<file path="src/rtl/track_collision_scheduler.sv">
// track_collision_scheduler: sweeps every (car, segment) pair through one shared
// collision checker per frame and publishes per-car collision/off-track summaries.
module track_collision_scheduler #(
    parameter int NUM_CARS      = 2,
    parameter int NUM_SEGMENTS  = 8,
    parameter int SEG_IDX_WIDTH = 3,
    parameter int CAR_IDX_WIDTH = 1
) (
    input  logic                              i_clk,
    input  logic                              i_rst_n,
    input  logic                              i_start,
    input  logic [SEG_IDX_WIDTH:0]            i_seg_count,
    output logic                              o_issue_valid,
    output logic [CAR_IDX_WIDTH-1:0]          o_car_sel,
    output logic [SEG_IDX_WIDTH-1:0]          o_seg_idx,
    input  logic                              i_chk_in_region,
    input  logic                              i_chk_collision,
    output logic                              o_busy,
    output logic                              o_done,
    output logic [NUM_CARS-1:0]               o_collision,
    output logic [NUM_CARS*SEG_IDX_WIDTH-1:0] o_hit_seg,
    output logic [NUM_CARS-1:0]               o_off_track
);
    typedef enum logic [1:0] {IDLE, SCAN, DRAIN, DONE} state_t;
    state_t state, state_nxt;
    logic [SEG_IDX_WIDTH:0] s_cnt, s_clamp;
    logic [CAR_IDX_WIDTH-1:0] car, d_car;
    logic [SEG_IDX_WIDTH-1:0] seg, d_seg;
    logic d_valid, accept, last_seg, last_issue;
    logic [NUM_CARS-1:0] region_any, collided, region_nxt, collided_nxt;
    logic [NUM_CARS*SEG_IDX_WIDTH-1:0] hit, hit_nxt;

    assign s_clamp = i_seg_count > (SEG_IDX_WIDTH+1)'(NUM_SEGMENTS) ? (SEG_IDX_WIDTH+1)'(NUM_SEGMENTS) : i_seg_count;
    assign accept = state == IDLE && i_start;
    assign last_seg = {1'b0, seg} == s_cnt - (SEG_IDX_WIDTH+1)'(1);
    assign last_issue = last_seg && car == CAR_IDX_WIDTH'(NUM_CARS - 1);
    assign o_issue_valid = state == SCAN;
    assign o_busy = state == SCAN || state == DRAIN;
    assign o_done = state == DONE;
    assign o_car_sel = car;
    assign o_seg_idx = seg;

    always_comb begin
        state_nxt = state == IDLE  ? (accept ? (s_clamp == '0 ? DONE : SCAN) : IDLE) :
                    state == SCAN  ? (last_issue ? DRAIN : SCAN) :
                    state == DRAIN ? DONE : IDLE;
    end

    // Segments are scanned in ascending order, so the first collision seen is the lowest index.
    always_comb begin
        region_nxt   = region_any;
        collided_nxt = collided;
        hit_nxt      = hit;
        if (accept) begin
            region_nxt   = '0;
            collided_nxt = '0;
            hit_nxt      = '0;
        end else if (d_valid) begin
            for (int c = 0; c < NUM_CARS; c++) begin
                if (d_car == CAR_IDX_WIDTH'(c)) begin
                    region_nxt[c] = region_any[c] | i_chk_in_region;
                    if (i_chk_collision && !collided[c]) begin
                        collided_nxt[c] = 1'b1;
                        hit_nxt[c*SEG_IDX_WIDTH +: SEG_IDX_WIDTH] = d_seg;
                    end
                end
            end
        end
    end

    always_ff @(posedge i_clk) begin
        if (!i_rst_n) begin
            state       <= IDLE;
            s_cnt       <= '0;
            car         <= '0;
            seg         <= '0;
            d_valid     <= 1'b0;
            d_car       <= '0;
            d_seg       <= '0;
            region_any  <= '0;
            collided    <= '0;
            hit         <= '0;
            o_collision <= '0;
            o_hit_seg   <= '0;
            o_off_track <= '0;
        end else begin
            state      <= state_nxt;
            d_valid    <= state == SCAN;
            d_car      <= car;
            d_seg      <= seg;
            region_any <= region_nxt;
            collided   <= collided_nxt;
            hit        <= hit_nxt;
            if (accept) begin
                s_cnt <= s_clamp;
                car   <= '0;
                seg   <= '0;
            end else if (state == SCAN) begin
                seg <= last_seg ? '0 : seg + 1'b1;
                car <= last_issue ? '0 : last_seg ? car + 1'b1 : car;
            end
            if (state_nxt == DONE) begin
                o_collision <= collided_nxt;
                o_hit_seg   <= hit_nxt;
                o_off_track <= ~region_nxt;
            end
        end
    end
endmodule

</file>
<file path="config.mk">
export PLATFORM = sky130hd
export DESIGN_NAME = track_collision_scheduler
export DESIGN_NICKNAME = d
export VERILOG_FILES = /design/src/rtl/track_collision_scheduler.sv
export SDC_FILE = /design/constraint.sdc
export NUM_CORES = 1
export LEC_CHECK = 0
export CORE_UTILIZATION = 25
export DETAILED_ROUTE_END_ITERATION = 7
export PLACE_DENSITY = 0.51
export SYNTH_ARGS = -nofsm -noshare
export SYNTH_HDL_FRONTEND = slang
export SYNTH_SLANG_ARGS = --single-unit
</file>
<file path="constraint.sdc">
create_clock -name i_clk -period 2.35 [get_ports i_clk]
set_clock_uncertainty 0.1 [all_clocks]
set_input_delay 0.235 -clock i_clk [delete_from_list [all_inputs] [get_ports i_clk]]
set_output_delay 0.235 -clock i_clk [all_outputs]
set_load 0.01 [all_outputs]
</file>
### After elaboration in Yosys (flattened, before gate mapping)

Index checks and enable logic that the tools add are counted.

| word-level totals | value |
|---|---|
| memories | 0 |
| input bits | 9 |
| bits in latches | 0 |
| RAM bits | 0 |
| output and inout port bits | 17 |
| register bits | 35 |
| memory bits (read-only) | 0 |

| operators by class | value |
|---|---|
| reduce and logical (&&, ||, !) cells | 12 |
| $lt $le $gt $ge | 1 |
| equal/unequal tests | 5 |
| add/sub/neg operators | 3 |
| bitwise gates (word level) | 4 |
| muxes and demuxes | 26 |
| shifts and indexed selects | 0 |
| div/mod/pow operators | 0 |
| multiply operators | 0 |

Operators by type and width:

| kind | count |
|---|---|
| two-way mux 2 bit | 10 |
| two-way mux 3 bit | 5 |
| two-way mux 6 bit | 2 |
| two-way mux 1 bit | 8 |
| equality test 2 bit (second input constant) | 3 |
| equality test 3 x 4 -> 1 bit | 1 |
| greater-than comparator 4 bit (second input constant) | 1 |
| logical AND 1 bit | 4 |
| logical NOT 4 bit | 1 |
| two-way mux 4 bit | 1 |
| subtractor 4 x 1 -> 4 bit (second input constant) | 1 |
| adder 3 x 1 -> 3 bit (second input constant) | 1 |
| equality test 2 x 1 -> 1 bit (second input constant) | 1 |
| logical NOT 1 bit | 2 |
| logical NOT 2 bit | 1 |
| inverter 2 bit | 1 |
| OR 1 bit | 2 |
| AND reduction 2 bit | 1 |
| nonzero test 2 bit | 1 |
| OR reduction 2 bit | 1 |
| adder 1 bit (second input constant) | 1 |
| logical OR 1 bit | 1 |
| inverter 1 bit | 1 |

### Longest topological paths before layout

Gate-level depths: netlist (run 1).

| logic depth | value |
|---|---|
| word-level depth | 7 |
| gate-level depth with buffers | 8 |
| gate-level depth less buffers | 6 |

### Worst setup path after synthesis (run 1)

Ideal clock, no wire load.

| timing path | value |
|---|---|
| path kind | reg-to-reg |
| from | register state[1] |
| to | register o_hit_seg[5] |
| setup slack | 0.440 ns |
| cell stages (with the launch flop) | 8 |
| arrival time | 1.726 ns |
| path buffers | 2 |
| period minus slack after synthesis | 1.910 ns |
| setup time | 0.084 ns |
| path through | dfxtp_1 > inv_1 > ha_1 > or3b_2 > o21a_1 > buf_6 > buf_8 > o31ai_2 |

RTL lines:

| what | line | text |
|---|---|---|
| start, declared | 25 | `state_t state, state_nxt;` |
| start signal, assigned | 87 | `state <= state_nxt;` |
| equality test 2 x 1 -> 1 bit | - |  |
| named net o_issue_valid | 13 | `output logic o_issue_valid,` |
| two-way mux 2 bit | 45 | `state == SCAN ? (last_issue ? DRAIN : SCAN) :` |
| two-way mux 2 bit | 44 | `state_nxt = state == IDLE ? (accept ? (s_clamp == '0 ? DONE : SCAN) : IDLE) :` |
| equality test 2 bit | 102 | `if (state_nxt == DONE) begin` |
| end signal, assigned | 104 | `o_hit_seg <= hit_nxt;` |
| end, declared | 21 | `output logic [NUM_CARS*SEG_IDX_WIDTH-1:0] o_hit_seg,` |

The timed path passes the listed nets, and every way through them passes these cells.
A chain may end at the register's enable or synchronous reset.

### Worst setup path in the final report (run 1)

| timing path | value |
|---|---|
| from | register state[0] |
| to | register o_off_track[1] |

| on the way | value |
|---|---|
| cells in the longest elaborated chain, start to end | 5 |

RTL lines:

| what | line | text |
|---|---|---|
| equality test 2 bit / logical NOT 2 bit (equally long branches) | 46, 34, 44 |  |
| two-way mux 2 bit / logical AND 1 bit (equally long branches) | 46, 34 |  |
| two-way mux 2 bit (on tied branches) | 45, 44 |  |
| two-way mux 2 bit | 44 |  |
| equality test 2 bit | 102 |  |
| end signal, assigned | 105 | `o_off_track <= ~region_nxt;` |
| end, declared | 22 | `output logic [NUM_CARS-1:0] o_off_track` |

Several ways; a longest one is shown, not always the timed one.

==> metrics, run 1 <==
Yosys warning count=0; clock buffer count from CTS=5; Fill cells=621; Cell Area, Placed=1769 um2; detail-routed net length per standard cell=11.07 um; largest driver fanout on the critical path=17; slack of the worst reg-to-reg path=0.29 ns; portion of netlist area occupied by mux cells=4.861%; worst setup slack after layout=0.2922 ns; number of maximum-capacitance violations=0; run status=completed; Post-Synth XOR/XNOR Area=3.385%; DRT Pass-1 Iters=4; worst setup slack before clock tree synthesis=0.2181 ns; number of slew-limit violations in the final report=0; area delta synth->final=28.65%; fraction of power consumed by combinational cells=8.4%; total area of multi-input combinational cells=664.4 um2; Sum Neg Setup Slack=0 ns; Total Routing Usage GR=10.40%; detailed placer's ending HPWL=1963 um; LEAKAGE=0.6890 nW; largest buffer count on any clock path=2; vias in the first global route=1119; Hold WC Path Type=flop to flop; sequential area share after synthesis=48.61%; area of all sequential standard cells=700.7 um2; die width=77.93 um; die height=77.93 um; compound-gate portion of the synthesized area=14.41%; number of H-tree levels=2; combinational family with the most area after synthesis=simple AND/OR/NAND/NOR gates; startpoint type of the worst setup path=flop; commonest non-fill, non-tap cell in the layout=sky130_fd_sc_hd__dfxtp_1; count of nets left with antenna violations after detail routing=0; startpoint of the most critical setup path=state[0]; weighted congestion at the end of routability-driven global placement=0.6681; Worst-Skew Late Latency=0.28 ns; actual transition at the worst max-transition pin=0.6125 ns; clock transition at the registers of the reported paths=0.07 ns; switching share of total power=23.86%; share of total power in sequential cells=54.3%; net switching component of the power=0.0002677 W; final design area excluding fillers=1854 um2; post-CTS setup buffers=0; starting utilization of the core area=26.02%; Adder-Cell Fraction of Synth Area=5.208%; final worst path period need=2.058 ns; Reg2Reg Capture Point=o_off_track[1]; crit path DAT=2.13 ns; maximum vdd drop=280.2 uV; final setup fails=0; hold buffers post-CTS=0; count of state elements after synthesis=35; data required time at the worst endpoint=2.42 ns; cell-internal power=0.0008544 W; quantity of gates resized following cts=0; TritonCTS clock tree=yes; number of failing hold endpoints at the final stage=0; R2R cell count=6; Nets=190; total power of the final layout=0.001122 W; GRT overflow=0; worst slew slack as a fraction of its limit=59.16%; instance count of the mapped netlist=146; final routed DRC violation total=0; highest achievable clock rate=486.0 MHz; pin count of the biggest net entering global routing=23; average instance area after synthesis=9.872 um2; die area=6073 um2; post-synth design cell area=1441 um2; per-cell via count in the routed design=4.355; Post-Synthesis Net Count=161; critical path type=flop to flop; sum of routed wire length over all layers=2746 um; TritonCTS Sinks=35; clock network fraction of design power=37.3%; total number of vias=1080; wire length of the first global-routing pass=4912 um; basic-gate share of the synthesized area counting and, or, nand and nor cells=18.23%; n_diodes=0; Clock Tree Root=sky130_fd_sc_hd__clkbuf_8; cell row count=27; count of routing violations after the opening detailed-route iteration=49; Worst Hold Margin=0.3623 ns; antenna violations before repair=0; commonest cells after routing, fill and taps aside=35 x sky130_fd_sc_hd__dfxtp_1, 25 x sky130_fd_sc_hd__clkdlybuf4s50_1, 11 x sky130_fd_sc_hd__nor2_1, 11 x sky130_fd_sc_hd__nand3_1, 8 x sky130_fd_sc_hd__nand2_1; number of I/O port buffers=25; number of top-level pins=26; CP endpoint=o_off_track[1]; type of destination of the critical path=flop; number of library cell types mapped by synthesis=35; placeable core region=5540 um2; RSZ-0062 raised after global routing=false; R2R Path Start=state[0]; final period utilization=87.56%; share of post-route cells with drive strength above 1=11.93%; total power density per cell area=605.1 nW/um2
==> metal layers <==
| metal | wire [um] | part of all wire [%] | global-route usage, % | up-vias |
|---|---|---|---|---|
| met2 | 1190 | 43 | 16.64 | 29 |
| met3 | 124 | 4.5 | 3.176 | 7 |
| met1 | 1376 | 50 | 12.65 | 480 |
| met5 | 0 | 0 | 0 | - |
| li1 | - | - | - | 564 |
| met4 | 56 | 2.0 | 5.000 | 0 |
==> cell usage after synthesis (all sizes together) <==
library cell / count / share of area, %
nor3b: 3 / 1.6
a21oi: 6 / 2.1
or4: 1 / 0.52
clkbuf: 4 / 1.0
and2: 5 / 2.3
dfxtp: 35 / 49
nand2: 8 / 2.1
a21boi: 2 / 1.0
or3: 1 / 0.43
o21a: 2 / 1.0
ha: 6 / 5.2
nor3: 4 / 1.4
o211ai: 1 / 0.52
or3b: 1 / 0.61
o21ba: 1 / 0.69
a31oi: 4 / 1.7
xnor3: 1 / 1.6
inv: 7 / 1.8
buf: 4 / 2.4
nor2b: 3 / 1.3
mux2i: 7 / 4.9
nand3: 11 / 3.8
or2: 1 / 0.43
o31ai: 9 / 5.4
nor4: 1 / 0.43
nor2: 11 / 2.9
o21ai: 1 / 0.35
xor2: 3 / 1.8
o221a: 2 / 1.6
and3: 1 / 0.52
==> sequential cells by signal, summed over array words and instances (netlist names), 2 cells and up <==
signal	cells
region_any	2
s_cnt	4
o_collision	2
o_seg_idx	3
o_hit_seg	6
o_off_track	2
d_seg	3
collided	2
state	2
hit	6
==> power groups by stage <==
stage	Sequential (W)	Combinational, W	Clock [W]
finish	0.000609	0.0000945	0.000418
global placement	0.000623	0.0000961	0
global route	0.000611	0.000106	0.000467
floorplan	0.000622	0.0000551	0
detailed placement	0.000623	0.0000956	0
CTS	0.000609	0.0000959	0.000437
==> cell type report <==
cell class              instances  area share, %
clock buffers                   6          3.914
clock inverters                 2         0.6748
inverters                       7          1.417
multi-input cells              96          35.83
flip-flops and latches         35          37.79
well taps                      72          4.858
repair buffers                 30          15.52
==> cell families after synthesis <==
family / Yosys count
flops: 35
mux: 7
buf+inv: 15
compound gates: 28
fa+ha+maj: 6
simple gates: 51
xor+xnor: 4
==> worst max-delay path: stages, from the launching register on <==
cell and delay (ns):
sky130_fd_sc_hd__dfxtp_1 0.36, sky130_fd_sc_hd__inv_1 0.08, sky130_fd_sc_hd__ha_1 0.21, sky130_fd_sc_hd__or3b_2 0.22, sky130_fd_sc_hd__o21a_1 0.52, sky130_fd_sc_hd__inv_1 0.16
sky130_fd_sc_hd__o221a_2 0.30
==> worst min-delay path by stage <==
stage | to | cells past startpoint | slack, ns | from
finish | region_any[1] | 2 | 0.36 | region_any[1]
global route | s_cnt[3] | 2 | 0.41 | s_cnt[3]
CTS | region_any[1] | 2 | 0.37 | region_any[1]
detailed placement | region_any[1] | 2 | 0.35 | region_any[1]
global placement | region_any[1] | 2 | 0.34 | region_any[1]
floorplan | state[0] | 1 | 0.29 | i_rst_n
==> metrics by stage <==
stage	instances	utilization, %
2_1_floorplan	146	-
4_1_cts	248	33.47
3_3_place_gp	240	31.93
6_report	248	33.47
3_5_place_dp	240	31.93
5_1_grt	248	33.47
No activity file was read; power rests on OpenSTA's default activity.
==> run 2, diff against run 1 <==
Settings changed: PLACE_DENSITY 0.51 to 0.53, SETUP_SLACK_MARGIN set to 0.4.
Clock period 2.35 ns to 1.89 ns, I/O delays scaled along.
==> run 2 against run 1 <==
Die area stayed put. Sequential cell count stayed put. Fmax is 24% higher. Sequential share of layout area is 7.8 points lower. Wire length is 20% higher. Combinational power is 110% higher. Largest power group is now clock. Highest routed layer unchanged.
==> metrics, run 2 (same netlist as run 1, synthesis figures left out) <==
run status=completed; cell at the slowest stage of the critical path=sky130_fd_sc_hd__dfxtp_4; final routed DRC violation total=0 (unchanged); number of I/O port buffers=25 (unchanged); final period utilization=87.71% (+0.14 points); die height=77.93 um (unchanged); largest buffer count on any clock path=2 (unchanged); count of routing violations after the opening detailed-route iteration=65 (+33%); startpoint type of the worst setup path=flop; largest driver fanout on the critical path=8 (-9); longest individual stage delay on the worst path=0.38 ns (-0.14 ns); count of nets left with antenna violations after detail routing=0 (unchanged); n_diodes=0 (unchanged); number of failing hold endpoints at the final stage=0 (unchanged); actual transition at the worst max-transition pin=0.3504 ns (-0.2621 ns); number of H-tree levels=2 (unchanged); hold buffers post-CTS=0 (unchanged); Reg2Reg Capture Point=o_hit_seg[5]; Placed Cells=242 (+0.83%); number of slew-limit violations in the final report=0 (unchanged); total power density per cell area=737.5 nW/um2 (+22%); placeable core region=5540 um2 (unchanged); CP endpoint=o_hit_seg[5]; per-cell via count in the routed design=4.701 (+8.0%); commonest cells after routing, fill and taps aside=25 x sky130_fd_sc_hd__dfxtp_1, 12 x sky130_fd_sc_hd__clkdlybuf4s50_1, 10 x sky130_fd_sc_hd__buf_4, 8 x sky130_fd_sc_hd__nor2_1, 8 x sky130_fd_sc_hd__dfxtp_2; sum of routed wire length over all layers=3282 um (+20%); share of post-route cells with drive strength above 1=45.50% (+34 points); clock transition at the registers of the reported paths=0.07 ns (about the same); commonest non-fill, non-tap cell in the layout=sky130_fd_sc_hd__dfxtp_1; DRT Pass-1 Iters=4 (unchanged); list of cells traversed by the critical path=buf_6, ha_4, or3b_4, o21a_4, buf_16, nand3_2, o31ai_4; die area=6073 um2 (unchanged); startpoint of the most critical setup path=state[1]; data required time at the worst endpoint=1.98 ns (-0.44 ns); starting utilization of the core area=26.02% (unchanged); number of maximum-capacitance violations=0 (unchanged); clock buffer count from CTS=5 (unchanged); Hold WC Path Type=flop to flop; final setup fails=0 (unchanged); Finished Core Util=43.16% (+9.7 points); Largest regs=hit x6, o_hit_seg x6, s_cnt x4; slack of the worst reg-to-reg path=0.23 ns (-0.06 ns); Nets=203 (+6.8%); die width=77.93 um (unchanged); weighted congestion at the end of routability-driven global placement=0.6563 (-1.8%); type of destination of the critical path=flop; worst slew slack as a fraction of its limit=76.53% (+17 points); LEAKAGE=0.9783 nW (+42%); wire length of the first global-routing pass=5209 um (+6.0%); R2R cell count=7 (+1); crit path DAT=1.74 ns (-0.39 ns); post-route non-filler standard cell count=261 (+5.2%); vias in the first global route=1131 (+1.1%); number of top-level pins=26 (unchanged); maximum vdd drop=260.3 uV (-7.1%); Total Routing Usage GR=11.16% (+0.76 points); detailed placer's ending HPWL=2030 um (+3.4%); area delta synth->final=65.89%; antenna violations before repair=0 (unchanged); total power of the final layout=0.001763 W (+57%); TritonCTS clock tree=yes; TritonCTS Sinks=35 (unchanged); R2R Path Start=state[1]; detail-routed net length per standard cell=12.57 um (+14%); Worst-Skew Late Latency=0.29 ns (about the same); GRT overflow=0 (unchanged); highest achievable clock rate=603.3 MHz (+24%); RSZ-0062 raised after global routing=true; pin count of the biggest net entering global routing=23 (unchanged); cell row count=27 (unchanged); final worst path period need=1.658 ns (-0.4001 ns); Clock Tree Root=sky130_fd_sc_hd__clkbuf_8; total number of vias=1227 (+14%); critical path type=flop to flop
run 2: cell types whose count changed in the layout (fill, tap and decap cells not counted), moves of 5 or more:
cell                              change
sky130_fd_sc_hd__buf_4                +5
sky130_fd_sc_hd__clkdlybuf4s50_1     -13
sky130_fd_sc_hd__dfxtp_1             -10
sky130_fd_sc_hd__dfxtp_2              +8
sky130_fd_sc_hd__dlygate4sd2_1        +5
sky130_fd_sc_hd__dlymetal6s2s_1       +6
sky130_fd_sc_hd__nand3_1              -8
sky130_fd_sc_hd__nand3_2              +5
run 2: critical path: cells and delay by family, from the launching register on:
kind / cells / cell delay (ns)
flops: 1 / 0.38
compound gates: 2 / 0.22
fa+ha+maj: 1 / 0.12
simple gates: 2 / 0.47
buf+inv: 2 / 0.26
run 2: area by class of cell:
class	count	area, um2
flip-flops and latches	35	718.2
fillers	530	3149
well taps	72	90.09
inverters	7	31.28
clock inverters	2	60.06
multi-input cells	96	957.2
clock buffers	6	72.57
repair buffers	43	461.7
run 2: how the worst min path moves through the flow:
stage	start	endpoint	slack, ns	cells past startpoint
global route	o_hit_seg[3]	o_hit_seg[3]	0.38	2
finish	o_collision[0]	o_collision[0]	0.36	2
CTS	region_any[1]	region_any[1]	0.37	2
global placement	region_any[1]	region_any[1]	0.34	2
detailed placement	region_any[1]	region_any[1]	0.35	2
floorplan	i_rst_n	state[0]	0.24	1
run 2: repair_timing:
| item | CTS | global route |
|---|---|---|
| gates resized for setup | 40 | 45 |
| setup endpoints to repair | 24 | 31 |
| pin swaps | 16 | 7 |
| cloned | 1 | 1 |
| setup buffers | 5 | 4 |
run 2: through the flow:
step	setup slack, ns	TNS [ns]	hold slack, ns	instance area, um2
floorplan	0.2258	0	0.2353	1490
global placement	-0.02174	-0.1170	0.3357	1844
detailed placement	-0.06629	-0.2077	0.3496	1844
CTS	0.2560	0	0.3653	2150
global route	0.2147	0	0.3754	2391
finish	0.2323	0	0.3580	2391
run 2: metal layers:
metal	up-vias	track usage (%)	wire [um]
met4	0	6.111	87
met5	-	0	0
met1	596	13.69	1430
met2	30	17.52	1591
li1	593	-	-
met3	8	3.176	173
run 2: power breakdown:
part	leakage (nW)	internal (W)	switching (W)
combinational	0.625	0.0000984	0.0000976
clock	0.0654	0.000527	0.000281
sequential	0.288	0.000747	0.0000122
